$ cat src/rtl/arm_mem_arbiter.sv
// Round-robin arbiter sharing one memory handshake port between fetch (port 0) and data (port 1).
// Optional wait-state timeout is enabled by defining ARB_TIMEOUT_EN.
module arm_mem_arbiter #(
    parameter int unsigned AW      = 8,
    parameter int unsigned DW      = 32,
    parameter int unsigned TIMEOUT = 16
) (
    input  logic          Clk,
    input  logic          Reset,
    input  logic          MFA0,
    input  logic          MFA1,
    input  logic          RW0,
    input  logic          RW1,
    input  logic          WB0,
    input  logic          WB1,
    input  logic [AW-1:0] ADD0,
    input  logic [AW-1:0] ADD1,
    input  logic [DW-1:0] DIN0,
    input  logic [DW-1:0] DIN1,
    output logic          MFC0,
    output logic          MFC1,
    output logic          ERR0,
    output logic          ERR1,
    output logic [DW-1:0] DOUT0,
    output logic [DW-1:0] DOUT1,
    output logic          MEM_MFA,
    output logic          MEM_RW,
    output logic          MEM_WB,
    output logic [AW-1:0] MEM_ADD,
    output logic [DW-1:0] MEM_DOUT,
    input  logic [DW-1:0] MEM_DIN,
    input  logic          MEM_MFC
);

    if (AW < 2 || DW <= 8 || TIMEOUT < 1) begin : g_param_check
        $error("arm_mem_arbiter: requires AW >= 2, DW > 8, TIMEOUT >= 1");
    end

    typedef enum logic [2:0] {IDLE, ISSUE, WAIT, DONE, RELEASE} state_t;

    state_t        r_state, w_state_nxt;
    logic          r_grant, w_grant_nxt;
    logic          r_last, w_last_nxt;
    logic          r_err, w_err_nxt;
    logic          r_rw, w_rw_nxt;
    logic          r_wb, w_wb_nxt;
    logic [AW-1:0] r_add, w_add_nxt;
    logic [DW-1:0] r_wdat, w_wdat_nxt;
    logic          r_mem_mfa, w_mem_mfa_nxt;
    logic          r_mfc0, w_mfc0_nxt;
    logic          r_mfc1, w_mfc1_nxt;
    logic          r_err0, w_err0_nxt;
    logic          r_err1, w_err1_nxt;
    logic [DW-1:0] r_dout0, w_dout0_nxt;
    logic [DW-1:0] r_dout1, w_dout1_nxt;
`ifdef ARB_TIMEOUT_EN
    localparam int unsigned CW = (TIMEOUT > 1) ? $clog2(TIMEOUT) : 1;
    logic [CW-1:0] r_cnt, w_cnt_nxt;
`endif

    // Tie goes to the port that was not served last
    logic          w_sel;
    logic          w_sel_rw;
    logic          w_sel_wb;
    logic [AW-1:0] w_sel_add;
    logic [DW-1:0] w_sel_din;
    logic          w_misalign;
    logic          w_served_req;
    logic [DW-1:0] w_rdata;

    assign w_sel        = (MFA0 && MFA1) ? ~r_last : MFA1;
    assign w_sel_rw     = w_sel ? RW1 : RW0;
    assign w_sel_wb     = w_sel ? WB1 : WB0;
    assign w_sel_add    = w_sel ? ADD1 : ADD0;
    assign w_sel_din    = w_sel ? DIN1 : DIN0;
    assign w_misalign   = w_sel_wb && (w_sel_add[1:0] != 2'b00);
    assign w_served_req = r_grant ? MFA1 : MFA0;
    assign w_rdata      = r_wb ? MEM_DIN : {{(DW-8){1'b0}}, MEM_DIN[7:0]};

    always_comb begin
        w_state_nxt = r_state;
        w_grant_nxt = r_grant;
        w_last_nxt  = r_last;
        w_err_nxt   = r_err;
        w_rw_nxt    = r_rw;
        w_wb_nxt    = r_wb;
        w_add_nxt   = r_add;
        w_wdat_nxt  = r_wdat;
        w_dout0_nxt = r_dout0;
        w_dout1_nxt = r_dout1;
`ifdef ARB_TIMEOUT_EN
        w_cnt_nxt   = r_cnt;
`endif
        case (r_state)
            IDLE: begin
                if (MFA0 || MFA1) begin
                    w_grant_nxt = w_sel;
                    w_rw_nxt    = w_sel_rw;
                    w_wb_nxt    = w_sel_wb;
                    w_add_nxt   = w_sel_add;
                    w_wdat_nxt  = w_sel_din;
                    w_err_nxt   = w_misalign;
                    w_state_nxt = w_misalign ? DONE : ISSUE;
                end
            end
            ISSUE: begin
                w_state_nxt = WAIT;
`ifdef ARB_TIMEOUT_EN
                w_cnt_nxt   = '0;
`endif
            end
            WAIT: begin
                if (MEM_MFC) begin
                    if (r_rw && r_grant) w_dout1_nxt = w_rdata;
                    if (r_rw && !r_grant) w_dout0_nxt = w_rdata;
                    w_state_nxt = DONE;
                end
`ifdef ARB_TIMEOUT_EN
                else if (r_cnt == CW'(TIMEOUT - 1)) begin
                    w_err_nxt   = 1'b1;
                    w_state_nxt = DONE;
                end else begin
                    w_cnt_nxt = r_cnt + CW'(1);
                end
`endif
            end
            DONE: begin
                w_last_nxt  = r_grant;
                w_state_nxt = RELEASE;
            end
            RELEASE: begin
                if (!w_served_req) w_state_nxt = IDLE;
            end
            default: w_state_nxt = IDLE;
        endcase

        w_mem_mfa_nxt = (w_state_nxt == WAIT);
        w_mfc0_nxt    = (r_state == DONE) && !r_grant;
        w_mfc1_nxt    = (r_state == DONE) && r_grant;
        w_err0_nxt    = (r_state == DONE) && !r_grant && r_err;
        w_err1_nxt    = (r_state == DONE) && r_grant && r_err;
    end

    always_ff @(posedge Clk or posedge Reset) begin
        if (Reset) begin
            r_state   <= IDLE;
            r_grant   <= 1'b0;
            r_last    <= 1'b1;
            r_err     <= 1'b0;
            r_rw      <= 1'b0;
            r_wb      <= 1'b0;
            r_add     <= '0;
            r_wdat    <= '0;
            r_mem_mfa <= 1'b0;
            r_mfc0    <= 1'b0;
            r_mfc1    <= 1'b0;
            r_err0    <= 1'b0;
            r_err1    <= 1'b0;
            r_dout0   <= '0;
            r_dout1   <= '0;
`ifdef ARB_TIMEOUT_EN
            r_cnt     <= '0;
`endif
        end else begin
            r_state   <= w_state_nxt;
            r_grant   <= w_grant_nxt;
            r_last    <= w_last_nxt;
            r_err     <= w_err_nxt;
            r_rw      <= w_rw_nxt;
            r_wb      <= w_wb_nxt;
            r_add     <= w_add_nxt;
            r_wdat    <= w_wdat_nxt;
            r_mem_mfa <= w_mem_mfa_nxt;
            r_mfc0    <= w_mfc0_nxt;
            r_mfc1    <= w_mfc1_nxt;
            r_err0    <= w_err0_nxt;
            r_err1    <= w_err1_nxt;
            r_dout0   <= w_dout0_nxt;
            r_dout1   <= w_dout1_nxt;
`ifdef ARB_TIMEOUT_EN
            r_cnt     <= w_cnt_nxt;
`endif
        end
    end

    assign MEM_MFA  = r_mem_mfa;
    assign MEM_RW   = r_rw;
    assign MEM_WB   = r_wb;
    assign MEM_ADD  = r_add;
    assign MEM_DOUT = r_wdat;
    assign MFC0     = r_mfc0;
    assign MFC1     = r_mfc1;
    assign ERR0     = r_err0;
    assign ERR1     = r_err1;
    assign DOUT0    = r_dout0;
    assign DOUT1    = r_dout1;

endmodule
$ cat config.mk
export PLATFORM = sky130hd
export DESIGN_NAME = arm_mem_arbiter
export DESIGN_NICKNAME = d
export VERILOG_FILES = /design/src/rtl/arm_mem_arbiter.sv
export SDC_FILE = /design/constraint.sdc
export NUM_CORES = 1
export LEC_CHECK = 0
export ABC_AREA = 1
export BUFFER_PORTS_ARGS = -buffer_cell sky130_fd_sc_hd__buf_4
export CAP_MARGIN = 20
export CELL_PAD_IN_SITES_DETAIL_PLACEMENT = 0
export CELL_PAD_IN_SITES_GLOBAL_PLACEMENT = 1
export CORE_MARGIN = 8
export CORE_UTILIZATION = 31
export CTS_BUF_LIST = sky130_fd_sc_hd__clkbuf_8
export CTS_CLUSTER_SIZE = 20
export DETAILED_ROUTE_END_ITERATION = 6
export GPL_TIMING_DRIVEN = 0
export PLACE_DENSITY_LB_ADDON = 0.1
export SKIP_CTS_REPAIR_TIMING = 1
export SYNTH_ARGS = -nofsm -noshare
export SYNTH_HDL_FRONTEND = slang
export SYNTH_SLANG_ARGS = --single-unit
$ cat constraint.sdc
create_clock -name Clk -period 3.4 [get_ports Clk]
set_input_delay 0.34 -clock Clk [delete_from_list [all_inputs] [get_ports Clk]]
set_output_delay 0.34 -clock Clk [all_outputs]
set_load 0.05 [all_outputs]
# == Word-level counts from Yosys, hierarchy flattened ==
# Cells that the tools add are included.
# totals
reg_bits,117
latch_bits,0
ram_bits,0
romBits,0
in_bits,121
output_inout_bits,111
memories,0
# classes
addsub,0
multipliers,0
div,0
order_cmp,0
n_eq_ne,5
shift,0
muxes,12
bitwise,1
n_reduce_logical,15
# op_table
op,count
32-bit 2-to-1 mux,2
3-bit one-hot mux with 5 select lines,1
3-bit by 2-bit equality test with 1-bit output (second input constant),3
3-bit 2-to-1 mux,3
1-bit logical AND,8
8-bit 2-to-1 mux,1
3-bit AND reduction,2
1-bit 2-to-1 mux,4
3-bit by 1-bit equality test with 1-bit output (second input constant),1
3-bit equality test (second input constant),1
3-bit zero test,1
2-bit 2-to-1 mux,1
2-bit AND reduction,1
2-bit nonzero test,1
1-bit zero test,1
1-bit logical OR,1
1-bit NOT,1

# == Depth between registers and ports, before layout ==
# depth
depth_word,9
mapped_depth,8

# == Worst setup path before layout ==
# Ideal clock, no wire load.
# synth_timing
path_type,reg2reg
start,reg r_wb (netlist: MEM_WB)
end,reg r_dout0[8] (netlist: DOUT0[8])
setup_time_ps,74
t_arrival_ps,1382
slack_ps,1944
stages_incl_launch_ff,5
period_less_slack_ps,1456
cell_sequence,dfrtp_1 -> buf_2 -> clkbuf_1 -> nand2_1 -> o21ai_2
# synth_via
elab_chain_len,1
# synth_lines
element,line_no,source
start: declaration,46,"logic r_wb, w_wb_nxt;"
start signal: assignment,170,r_wb <= w_wb_nxt;
32-bit 2-to-1 mux,78,"assign w_rdata = r_wb ? MEM_DIN : {{(DW-8){1'b0}}, MEM_DIN[7:0]};"
end signal: assignment,178,r_dout0 <= w_dout0_nxt;
end: declaration,54,"logic [DW-1:0] r_dout0, w_dout0_nxt;"
# Every way passes these cells.
# A chain may end at the register's enable or synchronous reset.

# == Final worst setup path ==
# layout_timing
start,reg r_last
end,reg r_wdat[21] (netlist: MEM_DOUT[21])
# layout_via
elab_chain_len,3
# layout_lines
element,line_no,source
start: declaration,43,"logic r_last, w_last_nxt;"
start signal: assignment,167,r_last <= w_last_nxt;
1-bit NOT,71,assign w_sel = (MFA0 && MFA1) ? ~r_last : MFA1;
1-bit 2-to-1 mux,71,
32-bit 2-to-1 mux,75,assign w_sel_din = w_sel ? DIN1 : DIN0;
end signal: assignment,172,r_wdat <= w_wdat_nxt;
end: declaration,48,"logic [DW-1:0] r_wdat, w_wdat_nxt;"
# Every way passes these cells.

==> metrics.csv <==
stage,metric,value,unit
layout,nNetsFinal,951,
layout,final_common_cell,buf_4,
global_routing,met2_usage,27.3,%
power,power_density,1050,nW/µm²
critical_path,critPathMaxFanout,10,
sta,hold_viol,0,
floorplanning,die_height,144,µm
global_routing,grt_pass1_wl,26.0,mm
sta,finalSetupViolCount,0,
floorplanning,initial_core_util,31.2,%
clock_network,cts.sinks,117,
sta,max_slew_margin,60.0,%
critical_path,startpoint,r_last,
floorplanning,ioPinCount,232,
critical_path,cpPeakStageDelay,540,ps
clock_network,clk_pin_slew,80,ps
critical_path,arrival,1870,ps
route,drc,0,
worst_hold_path,hold_path_class,input pin to flop,
placement,dp_hpwl,12.9,mm
route,num_vias,4821,
sta,period_minus_slack,1490,ps
layout,flow.area_growth_from_synthesis,49.6,%
global_routing,top_usage_layer,met2,
sta,rsz0062_at_grt,false,
sta,tightestPinTransition,599,ps
yosys,ys_ff_latch,117,
critical_path,slowest_stage,dfstp_2,
sta,fin_crit_sh,43.8,%
yosys,synth.avg_cell_area,8.81,µm²
floorplanning,die_x,144,µm
route,via_per_inst,4.54,
floorplanning,core_area,16300,µm²
clock_network,cts_buffers,17,
critical_path,end_kind,flop,
critical_path,start_kind,flop,
placement,place_congestion,0.764,
route,wl_per_cell,15.8,µm
layout,drive_gt1_share,38.8,%
yosys,seq_area_frac_synth,57.6,%
power,max-vdd-ir-drop,0.000398,V
route,routed_wl,16.8,mm
yosys,synth_cell_type_count,23,
power,p_leak,4.00,nW
sta,clock-skew-final,13.8,ps
route,firstDrtPassIters,5,
layout,design_area,7610,µm²
yosys,synth-edff-count,0,
global_routing,grt_antenna_before_repair,0,
critical_path,r2r_start,r_last,
sta,max_freq,672,MHz
yosys,yosys-top-cells-area,"dfrtp_1, nand2_1, o21ai_1",
clock_network,cts_root_buf,clkbuf_8,
clock_network,cts_tree,built,
placement,io_buffers,230,
placement,place_inst,1030,
critical_path,cp_cell_sequence,nand2_2 > nand2_2 > clkbuf_1 > o21ai_0 > nand2_1,
sta,tns,0,ps
sta,slew_violations,0,
yosys,synth_nets,698,
critical_path,worst_path_most_repeated_cell,nand2_2,
layout,layout.cells.non_filler,1063,
yosys,yosysWarnings,0,
global_routing,grt-ovfl-total,0,
critical_path,path_class,flop to flop,
job,cap_violations,0,
yosys,syn_inst,577,
run_status,outcome,completed,
floorplanning,row_count,47,
yosys,synth_top_area_share,57.1,%
global_routing,met1_usage,18.3,%
clock_network,htree_num_levels,4,
route,ant_nets,0,
worst_hold_path,min_from,DIN1[27],
global_routing,met3_usage,6.27,%
yosys,yosys.area.top_type,dfrtp_1,
critical_path,required,3790,ps
layout,layout_common_cells,"buf_4, nand2_1, dfrtp_1",
global_routing,grt_pass1_vias,4913,
sta,fin_ws,1910,ps
global_routing,grt_use_total,16.2,%
layout,antenna_cells,0,
clock_network,insertion_delay,440,ps
clock_network,cts_max_path_buffers,2,
floorplanning,die-area,20800,µm²
placement,postPlaceCellArea,7150,µm²
yosys,ys.flop_type,dfrtp_1,
global_routing,grt_max_degree,37,
yosys,async_reset_ff_share,100,%
placement,dp_slack,1910,ps
route,drtIter0Drc,169,
yosys,syn_area,5090,µm²
[area by class of cell]
type | count | area (µm²)
fillers | 1613 | 8680
flip-flops and latches | 117 | 2930
multi-input cells | 396 | 1820
repair buffers | 234 | 1800
well taps | 220 | 275
clock buffers | 18 | 248
plain buffers | 38 | 238
clock inverters | 14 | 200
inverters | 26 | 101
[where the power goes]
group | internal [mW] | leakage, nW | switching (mW)
Combinational | 1.25 | 2.27 | 3.00
Clock | 0.826 | 0.216 | 0.614
Sequential | 1.95 | 1.51 | 0.325
Total | 4.03 | 4.00 | 3.93
[synth_stat cells (2+ instances only)]
library cell  count
a21oi_1          39
buf_2            11
buf_4             3
buf_6             9
clkbuf_1         12
clkbuf_2          2
dfrtp_1         116
inv_1            24
inv_2             2
nand2_1         190
nand2_2           2
nand2_4           2
nand3_1           7
nand3_2           2
nand3b_1          2
nor2_1           41
o21ai_0          30
o21ai_1          53
o21ai_2          26
[cell families after synthesis]
group | share of synthesized area, %
buffers and inverters | 6.59
flip-flops | 57.6
AND/OR/NAND/NOR | 19.3
AO/OA/AOI/OAI | 16.5
[metrics by stage]
step | hold WS (ps) | util [%] | power, mW
floorplan | 449 | - | 5.18
global placement | 464 | 43.5 | 6.55
detailed placement | 452 | 43.9 | 6.60
CTS | -39.9 | 46.7 | 8.07
global route | 93.7 | 46.7 | 8.45
finish | 107 | 46.7 | 7.96
[worst max-delay path, delay by kind of cell (launching register included)]
kind / cells / cell delay [ps]
flops: 1 / 540
simple gates: 3 / 340
compound gates: 1 / 140
buf+inv: 1 / 410
[path summary, 6_finish.rpt]
| check | slack (ps) | to | cells after the start |
|---|---|---|---|
| worst min-delay path | 110 | MEM_DOUT[27] | 3 |
| min in group asynchronous | 530 | MEM_DOUT[29] | 3 |
| max in group asynchronous | 2090 | DOUT1[31] | 5 |
| worst max register to register | 1910 | MEM_DOUT[21] | 5 |
| worst max-delay path | 1910 | MEM_DOUT[21] | 5 |
| worst min register to register | 480 | MEM_DOUT[2] | 2 |
[sequential cells by signal, summed over array words and instances (netlist names)]
signal    cells
DOUT0        32
MEM_WB        1
r_grant       1
ERR0          1
ERR1          1
r_state       3
MEM_MFA       1
MEM_DOUT     32
MFC0          1
r_last        1
MFC1          1
DOUT1        32
MEM_ADD       8
r_err         1
MEM_RW        1
[metal layers]
metal	vias up	share of wire, %
met5	-	0
li1	2366	-
met3	24	11
met1	2245	39
met4	0	1.7
met2	186	49
No activity file was read; power rests on OpenSTA's default activity.
